===== src/rtl/mem_dp_responder_pkg.sv =====
// Shared definitions for the dual-port memory responder: default widths,
// the depth helper and the collision-mode selector (package mem_pkg).
package mem_pkg;

    localparam int DATA_BITS_DEF = 8;
    localparam int ADDR_BITS_DEF = 6;

    // Number of words addressed by an address of the given width.
    function automatic int mem_depth(input int addr_bits);
        return 1 << addr_bits;
    endfunction

    // Behaviour of a read that hits the address being written in the same cycle.
    typedef enum logic {
        WRITE_FIRST = 1'b0,
        READ_FIRST  = 1'b1
    } collision_mode_e;

endpackage


===== src/rtl/mem_dp_responder_if.sv =====
// Write/read strobe bus between a stimulus driver (master) and the memory
// responder (slave), plus the responder's read-data and status returns.
interface mem_dp_responder_if
    import mem_pkg::*;
#(
    parameter int DATA_BITS = DATA_BITS_DEF,
    parameter int ADDR_BITS = ADDR_BITS_DEF
) ();

    logic [DATA_BITS-1:0] data_in;
    logic [ADDR_BITS-1:0] addr_write;
    logic [ADDR_BITS-1:0] addr_read;
    logic                 write;
    logic                 read;
    logic [DATA_BITS-1:0] data_out;
    logic                 valid_out;
    logic                 err_uninit;
    logic [ADDR_BITS:0]   used_count;

    modport master (
        output data_in, addr_write, addr_read, write, read,
        input  data_out, valid_out, err_uninit, used_count
    );

    modport slave (
        input  data_in, addr_write, addr_read, write, read,
        output data_out, valid_out, err_uninit, used_count
    );

endinterface


===== src/rtl/mem_dp_responder_array.sv =====
// Pure word storage: one synchronous write port, one combinational read port.
module mem_array
    import mem_pkg::*;
#(
    parameter int DATA_BITS = DATA_BITS_DEF,
    parameter int ADDR_BITS = ADDR_BITS_DEF
) (
    input  logic                 clk,
    input  logic                 wr_en,
    input  logic [ADDR_BITS-1:0] wr_addr,
    input  logic [DATA_BITS-1:0] wr_data,
    input  logic [ADDR_BITS-1:0] rd_addr,
    output logic [DATA_BITS-1:0] rd_data
);

    localparam int DEPTH = mem_depth(ADDR_BITS);

    logic [DATA_BITS-1:0] mem [DEPTH];

    // Store the incoming word on a write strobe.
    // NOTE: the array has no reset; its contents only become visible once the
    // written-flags held by the parent are set, and leaving it unreset lets
    // synthesis map it onto RAM.
    always_ff @(posedge clk) begin
        if (wr_en) begin
            mem[wr_addr] <= wr_data;
        end
    end

    assign rd_data = mem[rd_addr];

endmodule


===== src/rtl/mem_dp_responder.sv =====
// Memory-side responder for the dual-port write/read strobe bus.
// Stores words, returns registered read data one cycle after a read strobe,
// flags reads of never-written locations and counts distinct written addresses.
// Build option: define MEM_READ_FIRST_EN to make a same-address, same-cycle
// write/read return the old content instead of the word being written.
module mem_dp_responder
    import mem_pkg::*;
#(
    parameter int DATA_BITS = DATA_BITS_DEF,
    parameter int ADDR_BITS = ADDR_BITS_DEF
) (
    input logic              clk,
    input logic              reset_L,
    mem_dp_responder_if.slave bus
);

    localparam int DEPTH = mem_depth(ADDR_BITS);

`ifdef MEM_READ_FIRST_EN
    localparam collision_mode_e COLL_MODE = READ_FIRST;
`else
    localparam collision_mode_e COLL_MODE = WRITE_FIRST;
`endif

    logic [DEPTH-1:0]     written_q,    written_d;
    logic [ADDR_BITS:0]   used_count_q, used_count_d;
    logic [DATA_BITS-1:0] data_out_q,   data_out_d;
    logic                 valid_q,      valid_d;
    logic                 err_q,        err_d;

    logic [DATA_BITS-1:0] rd_data;
    logic                 same_addr;
    logic                 bypass;

    mem_array #(
        .DATA_BITS (DATA_BITS),
        .ADDR_BITS (ADDR_BITS)
    ) u_array (
        .clk     (clk),
        .wr_en   (bus.write),
        .wr_addr (bus.addr_write),
        .wr_data (bus.data_in),
        .rd_addr (bus.addr_read),
        .rd_data (rd_data)
    );

    // In write-first mode a colliding read forwards the incoming word; in
    // read-first mode it falls through to the pre-write content and flag.
    assign same_addr = bus.write && (bus.addr_write == bus.addr_read);
    assign bypass    = same_addr && (COLL_MODE == WRITE_FIRST);

    // Next-state for written-flags, occupancy counter and read response.
    // NOTE: every signal gets a default at the top of the block so that no
    // path leaves one unassigned, which would otherwise infer a latch.
    always_comb begin
        written_d    = written_q;
        used_count_d = used_count_q;
        data_out_d   = data_out_q;
        valid_d      = 1'b0;
        err_d        = 1'b0;

        if (bus.write) begin
            written_d[bus.addr_write] = 1'b1;
            if (!written_q[bus.addr_write]) begin
                used_count_d = used_count_q + (ADDR_BITS+1)'(1);
            end
        end

        if (bus.read) begin
            valid_d = 1'b1;
            if (bypass) begin
                data_out_d = bus.data_in;
            end else if (!written_q[bus.addr_read]) begin
                data_out_d = '0;
                err_d      = 1'b1;
            end else begin
                data_out_d = rd_data;
            end
        end
    end

    // Register flags, counter and read response; reset discards any read in flight.
    // NOTE: state is updated with non-blocking assignments so every flop
    // samples the pre-edge values regardless of block evaluation order.
    always_ff @(posedge clk or negedge reset_L) begin
        if (!reset_L) begin
            written_q    <= '0;
            used_count_q <= '0;
            data_out_q   <= '0;
            valid_q      <= 1'b0;
            err_q        <= 1'b0;
        end else begin
            written_q    <= written_d;
            used_count_q <= used_count_d;
            data_out_q   <= data_out_d;
            valid_q      <= valid_d;
            err_q        <= err_d;
        end
    end

    assign bus.data_out   = data_out_q;
    assign bus.valid_out  = valid_q;
    assign bus.err_uninit = err_q;
    assign bus.used_count = used_count_q;

endmodule


===== src/flat_wrapper.sv =====
// flat-port wrapper written by rule: the top's interface ports become plain ports
module mem_dp_responder_flat import mem_pkg::*;
#(
    parameter int DATA_BITS = DATA_BITS_DEF,
    parameter int ADDR_BITS = ADDR_BITS_DEF
)
  (clk, reset_L, bus_data_in, bus_addr_write, bus_addr_read, bus_write, bus_read, bus_data_out, bus_valid_out, bus_err_uninit, bus_used_count);
  mem_dp_responder_if #(.DATA_BITS(DATA_BITS), .ADDR_BITS(ADDR_BITS)) bus_i ();
  input logic clk;
  input logic reset_L;
  input wire logic [$bits(bus_i.data_in)-1:0] bus_data_in;
  input wire logic [$bits(bus_i.addr_write)-1:0] bus_addr_write;
  input wire logic [$bits(bus_i.addr_read)-1:0] bus_addr_read;
  input wire logic [$bits(bus_i.write)-1:0] bus_write;
  input wire logic [$bits(bus_i.read)-1:0] bus_read;
  output wire logic [$bits(bus_i.data_out)-1:0] bus_data_out;
  output wire logic [$bits(bus_i.valid_out)-1:0] bus_valid_out;
  output wire logic [$bits(bus_i.err_uninit)-1:0] bus_err_uninit;
  output wire logic [$bits(bus_i.used_count)-1:0] bus_used_count;
  assign bus_i.data_in = bus_data_in;
  assign bus_i.addr_write = bus_addr_write;
  assign bus_i.addr_read = bus_addr_read;
  assign bus_i.write = bus_write;
  assign bus_i.read = bus_read;
  assign bus_data_out = bus_i.data_out;
  assign bus_valid_out = bus_i.valid_out;
  assign bus_err_uninit = bus_i.err_uninit;
  assign bus_used_count = bus_i.used_count;
  mem_dp_responder #(.DATA_BITS(DATA_BITS), .ADDR_BITS(ADDR_BITS)) u_core (.clk(clk), .reset_L(reset_L), .bus(bus_i));
endmodule

===== config.mk =====
export PLATFORM = sky130hd
export DESIGN_NAME = mem_dp_responder_flat
export DESIGN_NICKNAME = d
export VERILOG_FILES = /design/src/rtl/mem_dp_responder_pkg.sv /design/src/rtl/mem_dp_responder_if.sv /design/src/rtl/mem_dp_responder_array.sv /design/src/rtl/mem_dp_responder.sv /design/src/flat_wrapper.sv
export SDC_FILE = /design/constraint.sdc
export NUM_CORES = 1
export LEC_CHECK = 0
export CAP_MARGIN = 20
export CELL_PAD_IN_SITES_DETAIL_PLACEMENT = 1
export CELL_PAD_IN_SITES_GLOBAL_PLACEMENT = 1
export CORE_AREA = 3 3 235 237
export CTS_CLUSTER_DIAMETER = 80
export CTS_CLUSTER_SIZE = 20
export DETAILED_ROUTE_END_ITERATION = 8
export DIE_AREA = 0 0 238 240
export PLACE_DENSITY = 0.65
export SETUP_SLACK_MARGIN = 0.2
export SYNTH_ARGS = -nofsm -noshare
export SYNTH_HDL_FRONTEND = slang
export SYNTH_SLANG_ARGS = --single-unit

===== constraint.sdc =====
create_clock -name clk -period 2.4 [get_ports clk]
set_input_delay 0.24 -clock clk [delete_from_list [all_inputs] [get_ports clk]]
set_output_delay 0.24 -clock clk [all_outputs]
set_load 0.02 [all_outputs]

==> tab_implementation.tex, run 1 <==
\begin{tabular}{lr}
\hline
Metric & Value \\
\hline
\multicolumn{2}{l}{\textbf{Global routing}} \\
Remaining global-route overflow & 0 \\
Maximum number of pins on one net before global-route repair & 41 \\
GRT Overall Usage & 0.211 \\
First-pass GRT wire length & just under 90 mm \\
Via count of the first global-routing pass & 13,314 \\
Number of antenna violations at the first check in global routing & 0 \\
\multicolumn{2}{l}{\textbf{CTS}} \\
Clk sink count & 593 \\
Clk buf depth & 3 \\
Number of CTS-inserted buffers & 36 \\
H-tree depth & 2 \\
CTS clk-pin slew, worst paths & 80 ps \\
CTS root buf & sky130\_fd\_sc\_hd\_\_clkbuf\_16 \\
Clock latency on the worst-skew pair & 560 ps \\
TritonCTS clock tree & yes \\
\multicolumn{2}{l}{\textbf{Worst hold path}} \\
Cell depth of the worst min-delay path & 1 \\
Worst Min Path Start & bus\_data\_in[0] \\
Class of the tightest hold or removal check & primary input to flip-flop \\
Hold Crit Endpoint & u\_core.u\_array.mem[14][0] \\
\multicolumn{2}{l}{\textbf{Pwr}} \\
Worst ir drop on vdd & 0.612 mV \\
Pwr per Cell Area & 728 nW/um\^{}2 \\
Standby leakage power & 9.49 nW \\
\multicolumn{2}{l}{\textbf{Layout}} \\
Filler cell count in the final layout & 4,801 \\
Post-route core utilization & 0.517 \\
Fraction of layout instances using a drive strength above 1 & 0.325 \\
Post-layout net count & roughly 1,500 \\
Combined flip-flop and latch cell area & 17,400 sq um \\
Area Overhead vs Synth & 16.0\% \\
Area used by multi-input combinational logic & 6020 sq um \\
\multicolumn{2}{l}{\textbf{Floorplan}} \\
Placeable core region & 53,500 sq um \\
Die X-Extent & 238 microns \\
DIE AREA & around 57,000 sq um \\
Die outline height & 240 microns \\
Initial cell density of the core & 0.446 \\
Number of ports placed on the die boundary & a little over 40 \\
Standard-cell rows & 85 \\
\multicolumn{2}{l}{\textbf{Timing}} \\
Top achievable clock speed & between 0.4 and 0.5 GHz \\
Final hold vios & 0 \\
Max Clock Skew & 12.5 ps \\
Unrepaired setup endpoints after global routing & true \\
Worst setup slack after layout & between 150 and 200 ps \\
Post-Route Hold Slack & approximately 63 ps \\
Minimum period implied by the final worst setup slack & around 2200 ps \\
Setup Viol. Count Final & 0 \\
Final max-slew violation count & 0 \\
Slew HR & 0.458 \\
Final clock period utilization by the worst path & 0.917 \\
Slew at the pin with the worst max-slew slack & 811 ps \\
\multicolumn{2}{l}{\textbf{Yosys}} \\
Average cell area after synthesis & 19.3 sq um \\
Largest family of logic cells by synthesized area & multiplexers \\
Number of cells produced by synthesis & 1,237 \\
Synthesized cell area & 23,800 sq um \\
Main flop type after synthesis & sky130\_fd\_sc\_hd\_\_edfxtp\_1 \\
Sequential element share of the synthesized area & 0.730 \\
Area share of xor/xnor cells in the synthesized design & 0.00441 \\
Count of flip-flops with a built-in enable after synthesis & 512 \\
Adder and majority gate portion of the synthesized area & 0.000525 \\
Post-synthesis cell type count & 52 \\
Syn. warnings & 0 \\
Synthesized-area fraction occupied by ao, oa, aoi and oai cells & 0.0430 \\
Simple-Gate Fraction of Synth Area & 0.0520 \\
Ys async rst share & 0.137 \\
Number of synthesized register bits & 593 \\
Post-synthesis net count & about 1,300 \\
Proportion of synthesized area in mux cells & 0.151 \\
\multicolumn{2}{l}{\textbf{Detailed routing}} \\
First-pass DRT Iterations & 5 \\
Detailed Route Iter0 Violations & roughly 1,100 \\
DRT antenna net count & 0 \\
Final wirelength & 59.0 mm \\
Routed WL per cell & 27.4 microns \\
Post-detailed-route DRC marker count & 0 \\
Total via count in the routed design & 12,370 \\
Vias per cell & 5.73 \\
\multicolumn{2}{l}{\textbf{Run status}} \\
Outcome & finished, final reports clean \\
\multicolumn{2}{l}{\textbf{Critical path}} \\
Critical register-to-register path endpoint & u\_core.bus.data\_out[2] \\
Number of cells on the critical path & 8 \\
Delay of the slowest critical-path stage & between 400 and 500 ps \\
Max Fanout on Critical Path & 8 \\
Endpoint type of the worst setup path & flip-flop \\
Worst reg2reg setup slack & around 200 ps \\
Family with the most delay on the worst path & compound AO/OA/AOI/OAI gates \\
Crit-path slowest cell & sky130\_fd\_sc\_hd\_\_mux4\_2 \\
Number of cell instances on the worst register-to-register path & 8 \\
Buffering stage count on the worst path with inverters included & 1 \\
Launch point of the worst reg-to-reg path & u\_core.written\_q[38] \\
Critical path data required time & 2880 ps \\
Worst setup path class & flip-flop to flip-flop \\
Arrival time of data at the critical path endpoint & between 2000 and 3000 ps \\
Kind of start point of the critical path & flip-flop \\
CP cell instances & buf\_6, mux2i\_1, mux4\_2, nor3b\_1, a31oi\_1, nand4\_1, o22a\_4, o221ai\_2 \\
\multicolumn{2}{l}{\textbf{Placement}} \\
Estimated wirelength of the detail-placed design & 39.9 mm \\
Port Buffer Count & 40 \\
Place WS & -406 ps \\
Placer congestion estimate & a little under 0.9 \\
\multicolumn{2}{l}{\textbf{Run}} \\
Number of max-cap violations & 0 \\
\hline
\end{tabular}
==> what timing repair did <==
item,in CTS,in global routing
hold endpoints to repair,78,0
setup buffers,4,0
pin swaps,4,10
setup endpoints to repair,5,13
resized for setup,5,2
hold buffers,2,0
==> state kept, by name (all words and copies together) (netlist names) <==
name                   count
u_core.u_array.mem       512
u_core.written_q          64
u_core.bus.data_out        8
u_core.bus.used_count      7
u_core.bus.err_uninit      1
u_core.bus.valid_out       1
==> where the power goes <==
| part | total [W] | switching [W] | internal, W |
|---|---|---|---|
| combinational | 0.00210 | 0.00107 | 0.00103 |
| sequential | 0.0118 | 0.000293 | 0.0115 |
| clock | 0.00621 | 0.00328 | 0.00293 |
==> cell usage after synthesis, types with 6 or more instances <==
| cell | instances | area (sq um) |
|---|---|---|
| sky130_fd_sc_hd__edfxtp_1 | 512 | 15400 |
| sky130_fd_sc_hd__mux4_2 | 139 | 3130 |
| sky130_fd_sc_hd__dfrtp_1 | 81 | 2030 |
| sky130_fd_sc_hd__nor2_1 | 73 | 274 |
| sky130_fd_sc_hd__a22oi_1 | 69 | 518 |
| sky130_fd_sc_hd__or2_2 | 64 | 400 |
| sky130_fd_sc_hd__mux2i_1 | 44 | 440 |
| sky130_fd_sc_hd__nand2_1 | 36 | 135 |
| sky130_fd_sc_hd__clkbuf_1 | 26 | 97.6 |
| sky130_fd_sc_hd__nand3_1 | 23 | 115 |
| sky130_fd_sc_hd__buf_2 | 21 | 105 |
| sky130_fd_sc_hd__a21oi_1 | 11 | 55.1 |
| sky130_fd_sc_hd__a22o_1 | 11 | 96.3 |
| sky130_fd_sc_hd__inv_1 | 10 | 37.5 |
| sky130_fd_sc_hd__buf_4 | 9 | 67.6 |
| sky130_fd_sc_hd__a211oi_2 | 8 | 100 |
| sky130_fd_sc_hd__buf_6 | 8 | 90.1 |
| sky130_fd_sc_hd__nand4_1 | 8 | 50.1 |
| sky130_fd_sc_hd__o221ai_2 | 8 | 120 |
| sky130_fd_sc_hd__nand3b_1 | 7 | 52.6 |
| sky130_fd_sc_hd__nor2b_1 | 7 | 43.8 |
| sky130_fd_sc_hd__buf_1 | 6 | 22.5 |
| sky130_fd_sc_hd__xnor2_1 | 6 | 52.6 |
| sky130_fd_sc_hd__xor2_1 | 6 | 52.6 |
==> cells in the final DEF, fill, tap and decap left out, drive strengths merged, types with 3 or more instances in the layout <==
cell type      count
nand2             37
nor2              73
mux2i             44
clkbuf            61
inv               13
nand3             23
nand2b             3
a21oi             11
a22o              11
o21ai              3
mux4             140
a211oi             8
xor2               6
a31oi              3
edfxtp           512
nor2b              8
o22ai              3
o221ai             8
a221oi             3
a22oi             69
xnor2              6
dfrtp             81
or2               65
nand3b             7
clkdlybuf4s50     28
nand4              8
nor3b              3
buf              201
==> logic make-up after synthesis <==
family / Yosys count
buf+inv: 82
fa+ha+maj: 1
compound gates: 124
simple gates: 240
xor+xnor: 12
mux: 185
flops: 593
==> stage by stage <==
step           cells  cell area (sq um)  TNS, ps  power (W)
5_1_grt         2156              27600        0     0.0209
2_1_floorplan   1237              23800        0     0.0131
3_5_place_dp    2086              26500    -3510     0.0141
3_3_place_gp    2086              26500    -2800     0.0141
4_1_cts         2156              27600        0     0.0204
6_report        2157              27600        0     0.0201
==> routing by layer <==
metal	part of all wire	vias to the layer above	wire length (microns)	global-route usage
li1	-	5381	-	-
met1	0.45	6640	26700	0.308
met2	0.48	293	28200	0.341
met3	0.053	56	3110	0.0391
met4	0.016	0	940	0.0401
met5	0	-	0	0
==> worst max path at each step <==
stage / start / end / slack [ps]
2_1_floorplan: bus_addr_read[0] / u_core.bus.data_out[6] / 350
6_report: u_core.written_q[38] / u_core.bus.data_out[2] / 200
4_1_cts: u_core.written_q[38] / u_core.bus.used_count[1] / 170
5_1_grt: u_core.written_q[38] / u_core.bus.data_out[4] / 130
3_3_place_gp: bus_addr_write[1] / u_core.bus.used_count[1] / -380
3_5_place_dp: bus_addr_write[1] / u_core.bus.used_count[1] / -410
==> worst reg2reg max path, stage by stage, from the launching register on <==
cell and delay (ps):
sky130_fd_sc_hd__dfrtp_1 440, sky130_fd_sc_hd__buf_6 140, sky130_fd_sc_hd__mux2i_1 60, sky130_fd_sc_hd__mux4_2 480, sky130_fd_sc_hd__nor3b_1 160, sky130_fd_sc_hd__a31oi_1 170, sky130_fd_sc_hd__nand4_1 170, sky130_fd_sc_hd__o22a_4 350
sky130_fd_sc_hd__o221ai_2 160
==> area by class of cell <==
cell class | count | share of cell area
clock buffer | 61 | 0.0368
timing repair buffer | 231 | 0.0821
inverter | 10 | 0.00136
antenna | 1 | 0.0000905
clock inverter | 3 | 0.00104
multi-input combinational | 562 | 0.218
tap | 696 | 0.0315
sequential | 593 | 0.630
No activity file was read; power rests on OpenSTA's default activity.
==> inputs of run 2 (changes only) <==
CORE_AREA = 3 3 237 239   (was 3 3 235 237)
DIE_AREA = 0 0 240 242   (was 0 0 238 240)
REMOVE_ABC_BUFFERS = 1   (was default)
SYNTH_HIERARCHICAL = 1   (was default)
==> run 2 against run 1 <==
Compared with the run above: area after synthesis increased by 2.0%; largest cell class unchanged; first-iteration DRC count decreased by 2.8%; clock power increased by 8.2%; sequential power about the same; register-to-register slack got worse by 120 ps; die area increased by 1.7%; largest power group unchanged; highest routed layer unchanged; final cell count increased by 4.2%; sequential cell count unchanged; critical endpoint is now u_core/bus.used_count[1]; cell area increased by 3.1%; clock skew increased by 9.9 ps.
==> tab_implementation.tex, run 2 <==
\begin{tabular}{lr}
\hline
Metric & Value \\
\hline
\multicolumn{2}{l}{\textbf{Timing}} \\
Slew at the pin with the worst max-slew slack & 904 ps \\
Final hold vios & 0 \\
Max Clock Skew & 22.4 ps \\
Slew HR & 0.397 \\
Top achievable clock speed & 0.430 GHz \\
Minimum period implied by the final worst setup slack & 2330 ps \\
Unrepaired setup endpoints after global routing & true \\
Final max-slew violation count & 0 \\
Setup Viol. Count Final & 0 \\
Final clock period utilization by the worst path & 0.969 \\
\multicolumn{2}{l}{\textbf{Critical path}} \\
Max Fanout on Critical Path & 7 \\
Launch point of the worst reg-to-reg path & u\_core/written\_q[23] \\
Worst setup path class & flip-flop to flip-flop \\
Critical register-to-register path endpoint & u\_core/bus.used\_count[1] \\
Critical path data required time & 2850 ps \\
Arrival time of data at the critical path endpoint & 2770 ps \\
Number of cell instances on the worst register-to-register path & 7 \\
Endpoint type of the worst setup path & flip-flop \\
Kind of start point of the critical path & flip-flop \\
Worst reg2reg setup slack & roughly 74 ps \\
\multicolumn{2}{l}{\textbf{Yosys}} \\
Main flop type after synthesis & sky130\_fd\_sc\_hd\_\_edfxtp\_1 \\
Area contributors post-synth & sky130\_fd\_sc\_hd\_\_edfxtp\_1 (63\%), sky130\_fd\_sc\_hd\_\_mux4\_2 (13\%), sky130\_fd\_sc\_hd\_\_dfrtp\_1 (8.3\%), sky130\_fd\_sc\_hd\_\_mux2i\_1 (1.7\%), sky130\_fd\_sc\_hd\_\_nor2\_1 (1.5\%) \\
Portion of synthesized cell area occupied by the leading cell type & 0.632 \\
Count of flip-flops with a built-in enable after synthesis & 512 \\
Average cell area after synthesis & 18.9 sq um \\
Syn. warnings & 6 \\
Number of cells produced by synthesis & 1,284 \\
Most used standard cell by instance count after synthesis & sky130\_fd\_sc\_hd\_\_edfxtp\_1 \\
Ys async rst share & 0.137 \\
Post-synthesis cell type count & 70 \\
Number of synthesized register bits & 593 \\
Synthesized cell area & approximately 24,000 sq um \\
Sequential element share of the synthesized area & 0.716 \\
Most used standard cells in the synthesized netlist & sky130\_fd\_sc\_hd\_\_edfxtp\_1 (512), sky130\_fd\_sc\_hd\_\_mux4\_2 (143), sky130\_fd\_sc\_hd\_\_nor2\_1 (97), sky130\_fd\_sc\_hd\_\_dfrtp\_1 (81), sky130\_fd\_sc\_hd\_\_mux2i\_1 (41) \\
Library cell with the largest summed area after synthesis & sky130\_fd\_sc\_hd\_\_edfxtp\_1 \\
\multicolumn{2}{l}{\textbf{CTS}} \\
Clock latency on the worst-skew pair & between 500 and 600 ps \\
Clk sink count & 593 \\
Number of CTS-inserted buffers & 37 \\
Clk buf depth & 3 \\
CTS clk-pin slew, worst paths & around 80 ps \\
CTS root buf & sky130\_fd\_sc\_hd\_\_clkbuf\_16 \\
H-tree depth & 2 \\
TritonCTS clock tree & yes \\
\multicolumn{2}{l}{\textbf{Layout}} \\
Most frequent cells in the layout & sky130\_fd\_sc\_hd\_\_edfxtp\_1 (512), sky130\_fd\_sc\_hd\_\_buf\_4 (214), sky130\_fd\_sc\_hd\_\_mux4\_2 (145) \\
Fraction of layout instances using a drive strength above 1 & 0.325 \\
Final std cell area, no fill & 28,500 sq um \\
Filler cell count in the final layout & 4,949 \\
Area Overhead vs Synth & 17.2\% \\
Number of flip-flops in the largest register & roughly 500 \\
Largest Register & u\_core/u\_array/mem \\
Combined flip-flop and latch cell area & roughly 17,000 sq um \\
Most common cell after layout, fill and taps aside & sky130\_fd\_sc\_hd\_\_edfxtp\_1 \\
Post-layout net count & 1,554 \\
Area used by multi-input combinational logic & between 6000 and 7000 sq um \\
\multicolumn{2}{l}{\textbf{Floorplan}} \\
Initial cell density of the core & 0.450 \\
Die X-Extent & 240 microns \\
Die outline height & 242 microns \\
DIE AREA & about 58,000 sq um \\
Standard-cell rows & between 80 and 90 \\
Number of ports placed on the die boundary & 41 \\
Placeable core region & 54,000 sq um \\
\multicolumn{2}{l}{\textbf{Detailed routing}} \\
DRT antenna net count & 0 \\
Total via count in the routed design & 13,222 \\
Vias per cell & $\sim$5.9 \\
Detailed Route Iter0 Violations & 1,113 \\
Final wirelength & 62.0 mm \\
Routed WL per cell & 27.6 microns \\
First-pass DRT Iterations & 4 \\
Post-detailed-route DRC marker count & 0 \\
\multicolumn{2}{l}{\textbf{Placement}} \\
Instance area after placement & 27,100 sq um \\
Estimated wirelength of the detail-placed design & 42.0 mm \\
Placer congestion estimate & a little over 0.8 \\
Port Buffer Count & 40 \\
\multicolumn{2}{l}{\textbf{Global routing}} \\
Remaining global-route overflow & 0 \\
Maximum number of pins on one net before global-route repair & 77 \\
GRT Overall Usage & 0.218 \\
Number of antenna violations at the first check in global routing & 0 \\
Via count of the first global-routing pass & 14,122 \\
First-pass GRT wire length & 93.3 mm \\
\multicolumn{2}{l}{\textbf{Pwr}} \\
Overall power of the completed layout & 0.0209 W \\
Pwr per Cell Area & $\sim$730 nW/um\^{}2 \\
Standby leakage power & 9.91 nW \\
Worst ir drop on vdd & 0.540 mV \\
\multicolumn{2}{l}{\textbf{Run status}} \\
Outcome & finished, final reports clean \\
\multicolumn{2}{l}{\textbf{Run}} \\
Number of max-cap violations & 0 \\
\multicolumn{2}{l}{\textbf{Worst hold path}} \\
Class of the tightest hold or removal check & primary input to asynchronous set/reset pin \\
\hline
\end{tabular}
run 2: changes by cell type after synthesis, moves of 10 or more:
cell | previous run | this run
sky130_fd_sc_hd__nor3_1 | 1 | 11
sky130_fd_sc_hd__nor2b_1 | 7 | 25
sky130_fd_sc_hd__or2_2 | 64 | 4
sky130_fd_sc_hd__a22oi_1 | 69 | 6
sky130_fd_sc_hd__o21bai_1 | 0 | 31
sky130_fd_sc_hd__mux2_2 | 0 | 21
sky130_fd_sc_hd__a22o_1 | 11 | 0
sky130_fd_sc_hd__nor2_1 | 73 | 97
sky130_fd_sc_hd__a21o_1 | 0 | 30
run 2: cell families (layout without fill, tap and decap cells):
group,Yosys count,after routing,synth area share
flip-flops,593,593,0.716
AND/OR/NAND/NOR,230,230,0.0457
multiplexers,209,209,0.163
AO/OA/AOI/OAI,159,159,0.0510
buffers and inverters,80,346,0.0200
XOR/XNOR,12,12,0.00432
adder cells (fa/ha/maj),1,1,0.000515
other,0,2,0
run 2: area by class of cell:
cell class | instances | share of cell area
clock buffers | 51 | 0.0365
clock inverters | 9 | 0.00492
diodes | 2 | 0.000176
multi-input cells | 611 | 0.230
flip-flops and latches | 593 | 0.611
well taps | 696 | 0.0306
inverters | 6 | 0.000790
repair buffers | 280 | 0.0864
run 2: how the worst max path moves through the flow:
stage	slack, ps	depth (start not counted)	from	to
6_report	70	7	u_core/written_q[23]	u_core/bus.used_count[1]
5_1_grt	10	7	u_core/written_q[5]	u_core/bus.used_count[1]
3_5_place_dp	-510	9	bus_addr_write[2]	u_core/bus.used_count[1]
3_3_place_gp	-500	9	bus_addr_write[2]	u_core/bus.used_count[1]
4_1_cts	80	7	u_core/written_q[22]	u_core/bus.used_count[1]
2_1_floorplan	150	6	u_core/written_q[52]	u_core/bus.used_count[1]
run 2: worst max-delay path, cell delays in order (launching register included):
cell,delay (ps)
sky130_fd_sc_hd__dfrtp_1,420
sky130_fd_sc_hd__mux4_2,470
sky130_fd_sc_hd__mux2i_1,160
sky130_fd_sc_hd__o22a_1,240
sky130_fd_sc_hd__o21ai_2,90
sky130_fd_sc_hd__a2111oi_4,350
sky130_fd_sc_hd__buf_6,180
sky130_fd_sc_hd__mux2_4,300
run 2: per-stage QoR:
| stage | utilization | setup TNS (ps) | instances | worst slack [ps] | hold WS [ps] |
|---|---|---|---|---|---|
| finish | 0.528 | 0 | 2248 | 73.7 | 23.5 |
| global route | 0.527 | 0 | 2246 | 11.5 | 25.9 |
| CTS | 0.525 | 0 | 2243 | 84.3 | 151 |
| detailed placement | 0.501 | -9020 | 2176 | -512 | 468 |
| global placement | 0.501 | -5140 | 2176 | -499 | 460 |
| floorplan | - | 0 | 1210 | 150 | -55.6 |
run 2: routing by layer:
layer	vias to the layer above	track usage	share of wire
li1	5711	-	-
met1	7103	0.309	0.43
met2	333	0.365	0.50
met3	75	0.0242	0.044
met4	0	0.0557	0.020
met5	-	0	0
run 2: repair_timing:
item,in CTS,in global routing
pin swaps,8,6
hold buffers,1,0
endpoints found under the setup margin,15,15
resized for setup,22,16
buffers inserted,6,2
endpoints found under the hold margin,75,0
run 2: report_power, final:
part	total (W)	switching [W]	internal (W)	leakage [nW]
sequential	0.0118	0.000305	0.0115	5.63
combinational	0.00232	0.00116	0.00116	3.71
clock	0.00672	0.00332	0.00340	0.574
